===== src/rtl/arm_multicycle_ctrl_pkg.sv =====
// Shared encodings for the ARM-subset multi-cycle controller:
// FSM states, ALU ops, instruction fields and datapath select codes.
package arm_multicycle_ctrl_pkg;

  typedef enum logic [3:0] {
    S_FETCH,
    S_DECODE,
    S_MEMADR,
    S_MEMRD,
    S_MEMWB,
    S_MEMWR,
    S_EXECR,
    S_EXECI,
    S_ALUWB,
    S_BRANCH
  } state_e;

  localparam logic [1:0] ALU_ADD = 2'b00;
  localparam logic [1:0] ALU_SUB = 2'b01;
  localparam logic [1:0] ALU_AND = 2'b10;
  localparam logic [1:0] ALU_ORR = 2'b11;

  localparam logic [1:0] OP_DP  = 2'b00;
  localparam logic [1:0] OP_MEM = 2'b01;
  localparam logic [1:0] OP_BR  = 2'b10;

  localparam logic [3:0] CMD_AND = 4'b0000;
  localparam logic [3:0] CMD_SUB = 4'b0010;
  localparam logic [3:0] CMD_ADD = 4'b0100;
  localparam logic [3:0] CMD_CMP = 4'b1010;
  localparam logic [3:0] CMD_ORR = 4'b1100;

  localparam logic [1:0] RES_ALU = 2'b00;
  localparam logic [1:0] RES_MEM = 2'b01;
  localparam logic [1:0] RES_RAW = 2'b10;

  localparam logic [1:0] SRCB_REG  = 2'b00;
  localparam logic [1:0] SRCB_IMM  = 2'b01;
  localparam logic [1:0] SRCB_FOUR = 2'b10;

  localparam logic [1:0] IMM_DP  = 2'b00;
  localparam logic [1:0] IMM_MEM = 2'b01;
  localparam logic [1:0] IMM_BR  = 2'b10;

  localparam logic [3:0] R_PC = 4'd15;

  function automatic logic cmd_ok(input logic [3:0] cmd);
    return cmd inside {CMD_AND, CMD_SUB, CMD_ADD, CMD_CMP, CMD_ORR};
  endfunction

  function automatic logic cmd_arith(input logic [3:0] cmd);
    return cmd inside {CMD_SUB, CMD_ADD, CMD_CMP};
  endfunction

  function automatic logic [1:0] alu_of(input logic [3:0] cmd);
    logic [1:0] r;
    r = ALU_ADD;
    unique case (1'b1)
      (cmd == CMD_SUB),
      (cmd == CMD_CMP): r = ALU_SUB;
      (cmd == CMD_AND): r = ALU_AND;
      (cmd == CMD_ORR): r = ALU_ORR;
      default:          r = ALU_ADD;
    endcase
    return r;
  endfunction

endpackage


===== src/rtl/arm_multicycle_ctrl_cond_check.sv =====
// ARM condition-code evaluator: Cond field against stored NZCV.
// 4'b1111 (reserved) evaluates false.
module arm_multicycle_ctrl_cond_check (
  input  logic [3:0] Cond,
  input  logic [3:0] NZCV,
  output logic       CondEx
);

  logic w_n, w_z, w_c, w_v, w_ge;

  assign {w_n, w_z, w_c, w_v} = NZCV;
  assign w_ge = (w_n == w_v);

  always_comb begin
    CondEx = 1'b0;
    unique case (Cond)
      4'b0000: CondEx = w_z;
      4'b0001: CondEx = ~w_z;
      4'b0010: CondEx = w_c;
      4'b0011: CondEx = ~w_c;
      4'b0100: CondEx = w_n;
      4'b0101: CondEx = ~w_n;
      4'b0110: CondEx = w_v;
      4'b0111: CondEx = ~w_v;
      4'b1000: CondEx = w_c & ~w_z;
      4'b1001: CondEx = ~w_c | w_z;
      4'b1010: CondEx = w_ge;
      4'b1011: CondEx = ~w_ge;
      4'b1100: CondEx = ~w_z & w_ge;
      4'b1101: CondEx = w_z | ~w_ge;
      4'b1110: CondEx = 1'b1;
      default: CondEx = 1'b0;
    endcase
  end

endmodule


===== src/rtl/arm_multicycle_ctrl.sv =====
// Multi-cycle Moore control unit with IR and NZCV flag register.
// Conditional execution and flags exist only with CTRL_COND_EXEC_EN.
module arm_multicycle_ctrl
  import arm_multicycle_ctrl_pkg::*;
(
  input  logic        CLK,
  input  logic        RESET,
  input  logic [31:0] ReadData,
  input  logic [3:0]  ALUFlags,
  output logic [3:0]  A1,
  output logic [3:0]  A2,
  output logic [3:0]  A3,
  output logic        RegWrite,
  output logic        MemWrite,
  output logic        IRWrite,
  output logic        PCWrite,
  output logic        AdrSrc,
  output logic        ALUSrcA,
  output logic [1:0]  ALUSrcB,
  output logic [1:0]  ResultSrc,
  output logic [1:0]  ImmSrc,
  output logic [1:0]  ALUControl,
  output logic [31:0] Instr
);

  state_e      r_state;
  state_e      w_next;
  logic [31:0] r_ir;
  logic        w_cond_ex;

  logic [1:0] w_op;
  logic       w_i;
  logic [3:0] w_cmd;
  logic       w_s;
  logic [3:0] w_rn, w_rd, w_rm;
  logic       w_is_br, w_is_str;

  assign w_op  = r_ir[27:26];
  assign w_i   = r_ir[25];
  assign w_cmd = r_ir[24:21];
  assign w_s   = r_ir[20];
  assign w_rn  = r_ir[19:16];
  assign w_rd  = r_ir[15:12];
  assign w_rm  = r_ir[3:0];

  assign w_is_br  = (w_op == OP_BR);
  assign w_is_str = (w_op == OP_MEM) & ~w_s;

  assign A1    = w_is_br ? R_PC : w_rn;
  assign A2    = w_is_str ? w_rd : w_rm;
  assign A3    = w_rd;
  assign Instr = r_ir;

  logic       w_rw, w_mw, w_irw, w_pcw, w_adr, w_srca;
  logic [1:0] w_srcb, w_res, w_imm, w_alu;

  always_ff @(posedge CLK) begin
    if (RESET) r_state <= S_FETCH;
    else       r_state <= w_next;
  end

  always_ff @(posedge CLK) begin
    if (RESET)      r_ir <= '0;
    else if (w_irw) r_ir <= ReadData;
  end

  always_comb begin
    w_next = r_state;
    w_rw   = 1'b0;
    w_mw   = 1'b0;
    w_irw  = 1'b0;
    w_pcw  = 1'b0;
    w_adr  = 1'b0;
    w_srca = 1'b0;
    w_srcb = SRCB_REG;
    w_res  = RES_ALU;
    w_imm  = IMM_DP;
    w_alu  = ALU_ADD;
    unique case (r_state)
      S_FETCH: begin
        w_irw  = 1'b1;
        w_pcw  = 1'b1;
        w_srca = 1'b1;
        w_srcb = SRCB_FOUR;
        w_res  = RES_RAW;
        w_next = S_DECODE;
      end
      S_DECODE: begin
        w_srca = 1'b1;
        w_srcb = SRCB_FOUR;
        w_next = S_FETCH;
        if (w_cond_ex) begin
          unique case (1'b1)
            (w_op == OP_DP): begin
              if (cmd_ok(w_cmd))
                w_next = w_i ? S_EXECI : S_EXECR;
            end
            (w_op == OP_MEM): w_next = S_MEMADR;
            (w_op == OP_BR):  w_next = S_BRANCH;
            default:          w_next = S_FETCH;
          endcase
        end
      end
      S_EXECR, S_EXECI: begin
        if (r_state == S_EXECI) begin
          w_srcb = SRCB_IMM;
          w_imm  = IMM_DP;
        end
        w_alu  = alu_of(w_cmd);
        w_next = (w_cmd == CMD_CMP) ? S_FETCH : S_ALUWB;
      end
      S_ALUWB: begin
        w_res  = RES_ALU;
        w_rw   = (w_rd != R_PC);
        w_pcw  = (w_rd == R_PC);
        w_next = S_FETCH;
      end
      S_MEMADR: begin
        w_srcb = SRCB_IMM;
        w_imm  = IMM_MEM;
        w_alu  = ALU_ADD;
        w_next = w_s ? S_MEMRD : S_MEMWR;
      end
      S_MEMRD: begin
        w_adr  = 1'b1;
        w_next = S_MEMWB;
      end
      S_MEMWB: begin
        w_res  = RES_MEM;
        w_rw   = (w_rd != R_PC);
        w_pcw  = (w_rd == R_PC);
        w_next = S_FETCH;
      end
      S_MEMWR: begin
        w_adr  = 1'b1;
        w_mw   = 1'b1;
        w_next = S_FETCH;
      end
      S_BRANCH: begin
        w_imm  = IMM_BR;
        w_srca = 1'b0;
        w_srcb = SRCB_IMM;
        w_res  = RES_RAW;
        w_pcw  = 1'b1;
        w_next = S_FETCH;
      end
      default: w_next = S_FETCH;
    endcase
  end

  // RESET masks every strobe so nothing commits in the reset cycle.
  assign RegWrite   = w_rw   & ~RESET;
  assign MemWrite   = w_mw   & ~RESET;
  assign IRWrite    = w_irw  & ~RESET;
  assign PCWrite    = w_pcw  & ~RESET;
  assign AdrSrc     = w_adr  & ~RESET;
  assign ALUSrcA    = w_srca & ~RESET;
  assign ALUSrcB    = RESET ? 2'b00 : w_srcb;
  assign ResultSrc  = RESET ? 2'b00 : w_res;
  assign ImmSrc     = RESET ? 2'b00 : w_imm;
  assign ALUControl = RESET ? 2'b00 : w_alu;

`ifdef CTRL_COND_EXEC_EN
  logic [3:0] r_flags;
  logic       w_flag_we;

  assign w_flag_we = ((r_state == S_EXECR) | (r_state == S_EXECI)) & w_s;

  // N/Z always follow the ALU; C/V only for arithmetic ops.
  always_ff @(posedge CLK) begin
    if (RESET) begin
      r_flags <= '0;
    end else if (w_flag_we) begin
      r_flags[3:2] <= ALUFlags[3:2];
      if (cmd_arith(w_cmd))
        r_flags[1:0] <= ALUFlags[1:0];
    end
  end

  arm_multicycle_ctrl_cond_check u_cond_check (
    .Cond   (r_ir[31:28]),
    .NZCV   (r_flags),
    .CondEx (w_cond_ex)
  );
`else
  logic w_unused;

  assign w_cond_ex = 1'b1;
  assign w_unused  = ^ALUFlags;
`endif

endmodule


===== config.mk =====
export PLATFORM = sky130hd
export DESIGN_NAME = arm_multicycle_ctrl
export DESIGN_NICKNAME = d
export VERILOG_FILES = /design/src/rtl/arm_multicycle_ctrl_pkg.sv /design/src/rtl/arm_multicycle_ctrl_cond_check.sv /design/src/rtl/arm_multicycle_ctrl.sv
export SDC_FILE = /design/constraint.sdc
export NUM_CORES = 1
export LEC_CHECK = 0
export BUFFER_PORTS_ARGS = -buffer_cell sky130_fd_sc_hd__buf_4
export CAP_MARGIN = 30
export CORE_UTILIZATION = 43
export CTS_CLUSTER_DIAMETER = 120
export DETAILED_ROUTE_END_ITERATION = 16
export PLACE_DENSITY = 0.79
export SLEW_MARGIN = 20
export SYNTH_ARGS = -nofsm -noshare
export SYNTH_HDL_FRONTEND = slang
export SYNTH_SLANG_ARGS = --single-unit
export TNS_END_PERCENT = 5

===== constraint.sdc =====
create_clock -name CLK -period 2 [get_ports CLK]
set_input_delay 0.3 -clock CLK [delete_from_list [all_inputs] [get_ports CLK]]
set_output_delay 0.3 -clock CLK [all_outputs]
set_load 0.01 [all_outputs]

==> impl_metrics.tcl, run 1 <==
set metrics [dict create \
    worst-path-buf-inv 1 \
    postSynthAreaPerCell_sq_um 7.65 \
    h-tree-depth 2 \
    syn_nets 256 \
    hold_viol_final 0 \
    io_pins 96 \
    nNetsFinal 341 \
    ant_nets 0 \
    startpoint_type "flip-flop" \
    yosys_warnings 0 \
    cts_resized 0 \
    end_kind "primary output" \
    placedCellCount 344 \
    drv_cap 0 \
    p_per_area_nw_per_um2 1580 \
    cp.required_ns 1.70 \
    rsz0062_at_grt "no" \
    final_util 0.665 \
    cpLargestDelayFamily "simple AND/OR/NAND/NOR gates" \
    final_cell_mix "buf_4 (98), nand2_1 (67), dfxtp_1 (35)" \
    mostFrequentLayoutCell "buf_4" \
    wl_mm 4.36 \
    finalCriticalPeriod_ns 1.87 \
    drv_slew 0 \
    whs_path_depth 3 \
    slew_headroom 0.498 \
    r2r_start "Instr[23]" \
    drt_first_pass_iters 4 \
    io_buffers 91 \
    drc 0 \
    grt_max_degree 33 \
    critPathMaxFanout 9 \
    slowest_stage "dfxtp_1" \
    rows 22 \
    post-dp-hpwl_mm 3.07 \
    grt_pass1_vias 1598 \
    core_area_sq_um 3690 \
    crit_type "flip-flop to primary output" \
    cp_slowest_stage_delay_ns 0.41 \
    irDropWorstVdd_mv 0.758 \
    cp_cell_sequence "nand2b_1 -> or3_1 -> a21oi_1 -> buf_4" \
    worst_slew_pin_slew_ns 0.734 \
    reg2reg_setup_slack_ns 0.38 \
    root_buffer "clkbuf_8" \
    hold_buffers 0 \
    syn-cell-area_sq_um 1670 \
    fin_setup_tns_ns 0 \
    vias 1735 \
    ys_ff_latch 36 \
    p_leak_uw 0.00115 \
    start_util 0.452 \
    clock_sinks 36 \
    clock_skew_ns 0.00362 \
    die_area_sq_um 4130 \
    seq_area_frac_synth 0.432 \
    grt_pass1_wl_mm 7.19 \
    grt_usage 0.221 \
    finalCritPeriodShare 0.933 \
    cts_buffers 5 \
    vias_per_cell 4.93 \
    overflow 0 \
    timing.rr.end "r_state[0]" \
    clock.fmax_mhz 536 \
    drive_gt1_frac 0.375 \
    hold_start "ReadData[3]" \
    post-cts-setup-buffers 0 \
    crit_cells 4 \
    clk_pin_slew_worst_paths_ns 0.07 \
    cts_tree "built" \
    routabilityCongestion 0.781 \
    status "finished, final reports clean" \
    area_growth_pct 47.0 \
    drt-initial-drc-count 78 \
    r2r_cells 4 \
    ys_types 35 \
    worstSkewPairLatency_ns 0.28 \
    hold_path_end "Instr[3]" \
    die_h_um 64.3 \
    hp-class "input pin to flip-flop" \
    wl_per_cell_um 12.4 \
    antenna_found_initial 0 \
    syn-instance-count 218 \
    setup_viol 0 \
    die_x_um 64.3 \
    n_antenna_cell 0 \
    arrival_ns 1.57 \
    clk_path_buf_depth 2 \
    stdcell_count 352 \
]
==> sequential cells by signal (all words and copies together) (netlist names) <==
register and cells:
Instr 32, r_state 4
==> worst min-delay path: cells and delay by family <==
kind / cells / cell delay [ns]
buffers and inverters: 1 / 0.11
AO/OA/AOI/OAI: 1 / 0.05
AND/OR/NAND/NOR: 1 / 0.04
==> stage by stage <==
step                      total power (uW)  setup slack [ns]  hold WS (ns)  instance area, sq um
after floorplan                       2480             0.352         0.436                  1670
after global placement                3210             0.348         0.443                  2340
after detailed placement              3250             0.365         0.449                  2340
after CTS                             3880            0.0390         0.252                  2450
after global routing                  4160            0.0353         0.254                  2450
final                                 3860             0.134         0.261                  2450
==> how the worst max path moves through the flow <==
| stage | start | end | slack, ns |
|---|---|---|---|
| after global placement | r_state[0] | ALUSrcB[0] | 0.35 |
| final | r_state[1] | ALUSrcB[0] | 0.13 |
| after detailed placement | r_state[0] | ALUSrcB[0] | 0.36 |
| after CTS | r_state[0] | ALUSrcB[0] | 0.04 |
| after global routing | r_state[1] | ALUSrcB[0] | 0.04 |
| after floorplan | r_state[0] | ResultSrc[1] | 0.35 |
==> power breakdown <==
part / leakage, uW / switching, uW / internal [uW]
clock: 0.0000552 / 250 / 370
combinational: 0.000797 / 1070 / 951
sequential: 0.000297 / 251 / 969
==> logic make-up after synthesis <==
family                 count (synthesis)  share of synthesized area
AND/OR/NAND/NOR                      104                      0.281
AO/OA/AOI/OAI                         45                      0.146
flip-flops                            36                      0.432
buffers and inverters                 24                     0.0863
multiplexers                           5                     0.0338
XOR/XNOR                               4                     0.0210
==> routing by layer <==
metal  wire length, um  GRT usage
met5                 0          0
met4                53     0.0778
met3               224     0.0589
met2              2160      0.372
met1              1920      0.267
==> final cells by class <==
cell class	count	area, sq um
fill	365	1240
clock inverter	2	35.0
clock buffer	6	72.6
timing repair buffer	98	736
tap	48	60.1
inverter	4	15.0
multi-input combinational	158	812
sequential	36	722
==> cells in the mapped netlist <==
library cell  instances  area [sq um]
nor4_1                1          6.26
buf_4                 5          37.5
inv_1                 4          15.0
nor3b_1               2          15.0
clkbuf_1              6          22.5
xnor2_1               2          17.5
dfxtp_1              36           721
nor3_2                1          10.0
a2111oi_0             1          8.76
nand2_1              67           251
nand4b_1              1          8.76
mux2_2                5          56.3
nand4_1               1          6.26
a21boi_0              1          7.51
nor4b_1               1          8.76
o21ai_0               5          25.0
a31oi_1               1          6.26
a41oi_1               1          8.76
a211oi_1              1          7.51
buf_6                 4          45.0
buf_1                 1          3.75
and4_1                1          8.76
xor2_1                2          17.5
nand3_1               1          5.00
buf_2                 4          20.0
or3_1                 2          12.5
nand2b_1              6          37.5
a21oi_1              34           170
or2_1                 1          6.26
a32oi_1               1          8.76
and3_1                1          6.26
nand4bb_1             1          11.3
nor3_1                7          35.0
nor2_1                9          33.8
or2_2                 1          6.26
Power figures use the tool's default switching activity.
==> run 2: changes to the inputs <==
Settings changed: CORE_ASPECT_RATIO set to 0.9.
==> impl_metrics.tcl, run 2 (synthesized netlist as in run 1, its figures left out) <==
set metrics [dict create \
    post-cts-setup-buffers 0 \
    mostFrequentLayoutCell "buf_4" \
    hp-class "input pin to flip-flop" \
    grt_usage 0.213 \
    worst-path-buf-inv 2 \
    clock.fmax_mhz 536 \
    setup_viol 0 \
    r2r_cells 4 \
    h-tree-depth 2 \
    worst_slew_pin_slew_ns 0.829 \
    grt_max_degree 26 \
    cts_buffers 5 \
    drv_cap 0 \
    hold_buffers 0 \
    r2r_start "Instr[23]" \
    io_pins 96 \
    drc 0 \
    crit_type "flip-flop to primary output" \
    hold_path_end "Instr[19]" \
    drt-initial-drc-count 62 \
    status "finished, final reports clean" \
    clock_sinks 36 \
    hold_viol_final 0 \
    whs_path_depth 3 \
    antenna_found_initial 0 \
    cp.required_ns 1.70 \
    arrival_ns 1.57 \
    critPathMaxFanout 6 \
    cts_resized 0 \
    routabilityCongestion 0.741 \
    slew_headroom 0.433 \
    core_area_sq_um 3700 \
    timing.rr.end "r_state[1]" \
    final_cell_mix "buf_4 (98), nand2_1 (67), dfxtp_1 (35)" \
    io_buffers 91 \
    cts_tree "built" \
    clk_pin_slew_worst_paths_ns 0.07 \
    rows 21 \
    startpoint_type "flip-flop" \
    rsz0062_at_grt "no" \
    root_buffer "clkbuf_8" \
    fin_setup_tns_ns 0 \
    slowest_stage "dfxtp_1" \
    n_antenna_cell 0 \
    drt_first_pass_iters 4 \
    p_leak_uw 0.00114 \
    drv_slew 0 \
    overflow 0 \
    finalCriticalPeriod_ns 1.87 \
    worst_slack_ns 0.133 \
    ant_nets 0 \
    wl_mm 4.22 \
    start_util 0.450 \
    die_x_um 67.7 \
    dp_slack_ns 0.326 \
    end_kind "primary output" \
    irDropWorstVdd_mv 0.734 \
    drive_gt1_frac 0.372 \
    clk_path_buf_depth 2 \
    reg2reg_setup_slack_ns 0.32 \
    post-dp-hpwl_mm 3.11 \
    grt_pass1_wl_mm 6.56 \
    cp_cell_sequence "nor3b_1 -> buf_4 -> mux2_2 -> buf_4" \
    cp_slowest_stage_delay_ns 0.44 \
    grt_pass1_vias 1428 \
    vias 1739 \
    area_growth_pct 46.1 \
    wl_per_cell_um 12.1 \
    worstSkewPairLatency_ns 0.28 \
    die_h_um 61.1 \
    p_per_area_nw_per_um2 1540 \
    die_area_sq_um 4130 \
    clock_skew_ns 0.00267 \
    hold_start "ReadData[19]" \
    vias_per_cell 4.97 \
    cpLargestDelayFamily "flip-flops" \
    largest_reg_flops 32 \
    path_common_cell "buf_4" \
    nNetsFinal 342 \
    finalCritPeriodShare 0.934 \
]
## run 2: layout make-up
| cell class | instances | area, sq um |
|---|---|---|
| inverter | 4 | 15.0 |
| tap | 46 | 57.6 |
| sequential | 36 | 722 |
| fill | 329 | 1270 |
| multi-input combinational | 158 | 810 |
| timing repair buffer | 99 | 756 |
| clock buffer | 6 | 72.6 |
| clock inverter | 1 | 5.00 |
## run 2: worst max-delay path by stage
| stage | from | end | cells after the start |
|---|---|---|---|
| 6_report | Instr[26] | A2[1] | 4 |
| 5_1_grt | Instr[26] | A2[3] | 4 |
| 2_1_floorplan | r_state[0] | ResultSrc[1] | 4 |
| 3_5_place_dp | r_state[1] | ResultSrc[1] | 4 |
| 3_3_place_gp | r_state[1] | ResultSrc[1] | 4 |
| 4_1_cts | r_state[1] | ResultSrc[1] | 4 |
## run 2: metrics by stage
step	total power (uW)	utilization	instance area, sq um	hold WS [ns]	cells
2_1_floorplan	2480	-	1670	0.436	218
3_3_place_gp	3280	0.637	2360	0.442	343
3_5_place_dp	3330	0.637	2360	0.449	343
4_1_cts	3800	0.658	2440	0.257	350
5_1_grt	4080	0.658	2440	0.246	350
6_report	3760	0.658	2440	0.263	350
## run 2: worst min-delay path: stages
cell and delay (ns):
buf_4 0.11, nand2_1 0.04, a21oi_1 0.05
## run 2: power by group
part           leakage [uW]  switching [uW]  internal, uW  total (uW)
Combinational      0.000806            1090          1000        2090
Clock             0.0000410             231           236         468
Sequential         0.000298             238           969        1210
Total               0.00114            1560          2210        3760
## run 2: layer usage
metal	vias to the layer above	global-route usage	wire length, um
met1	774	0.272	1860
met5	-	0	0
met2	73	0.332	1990
met4	0	0.0547	0
li1	892	-	-
met3	0	0.0870	370
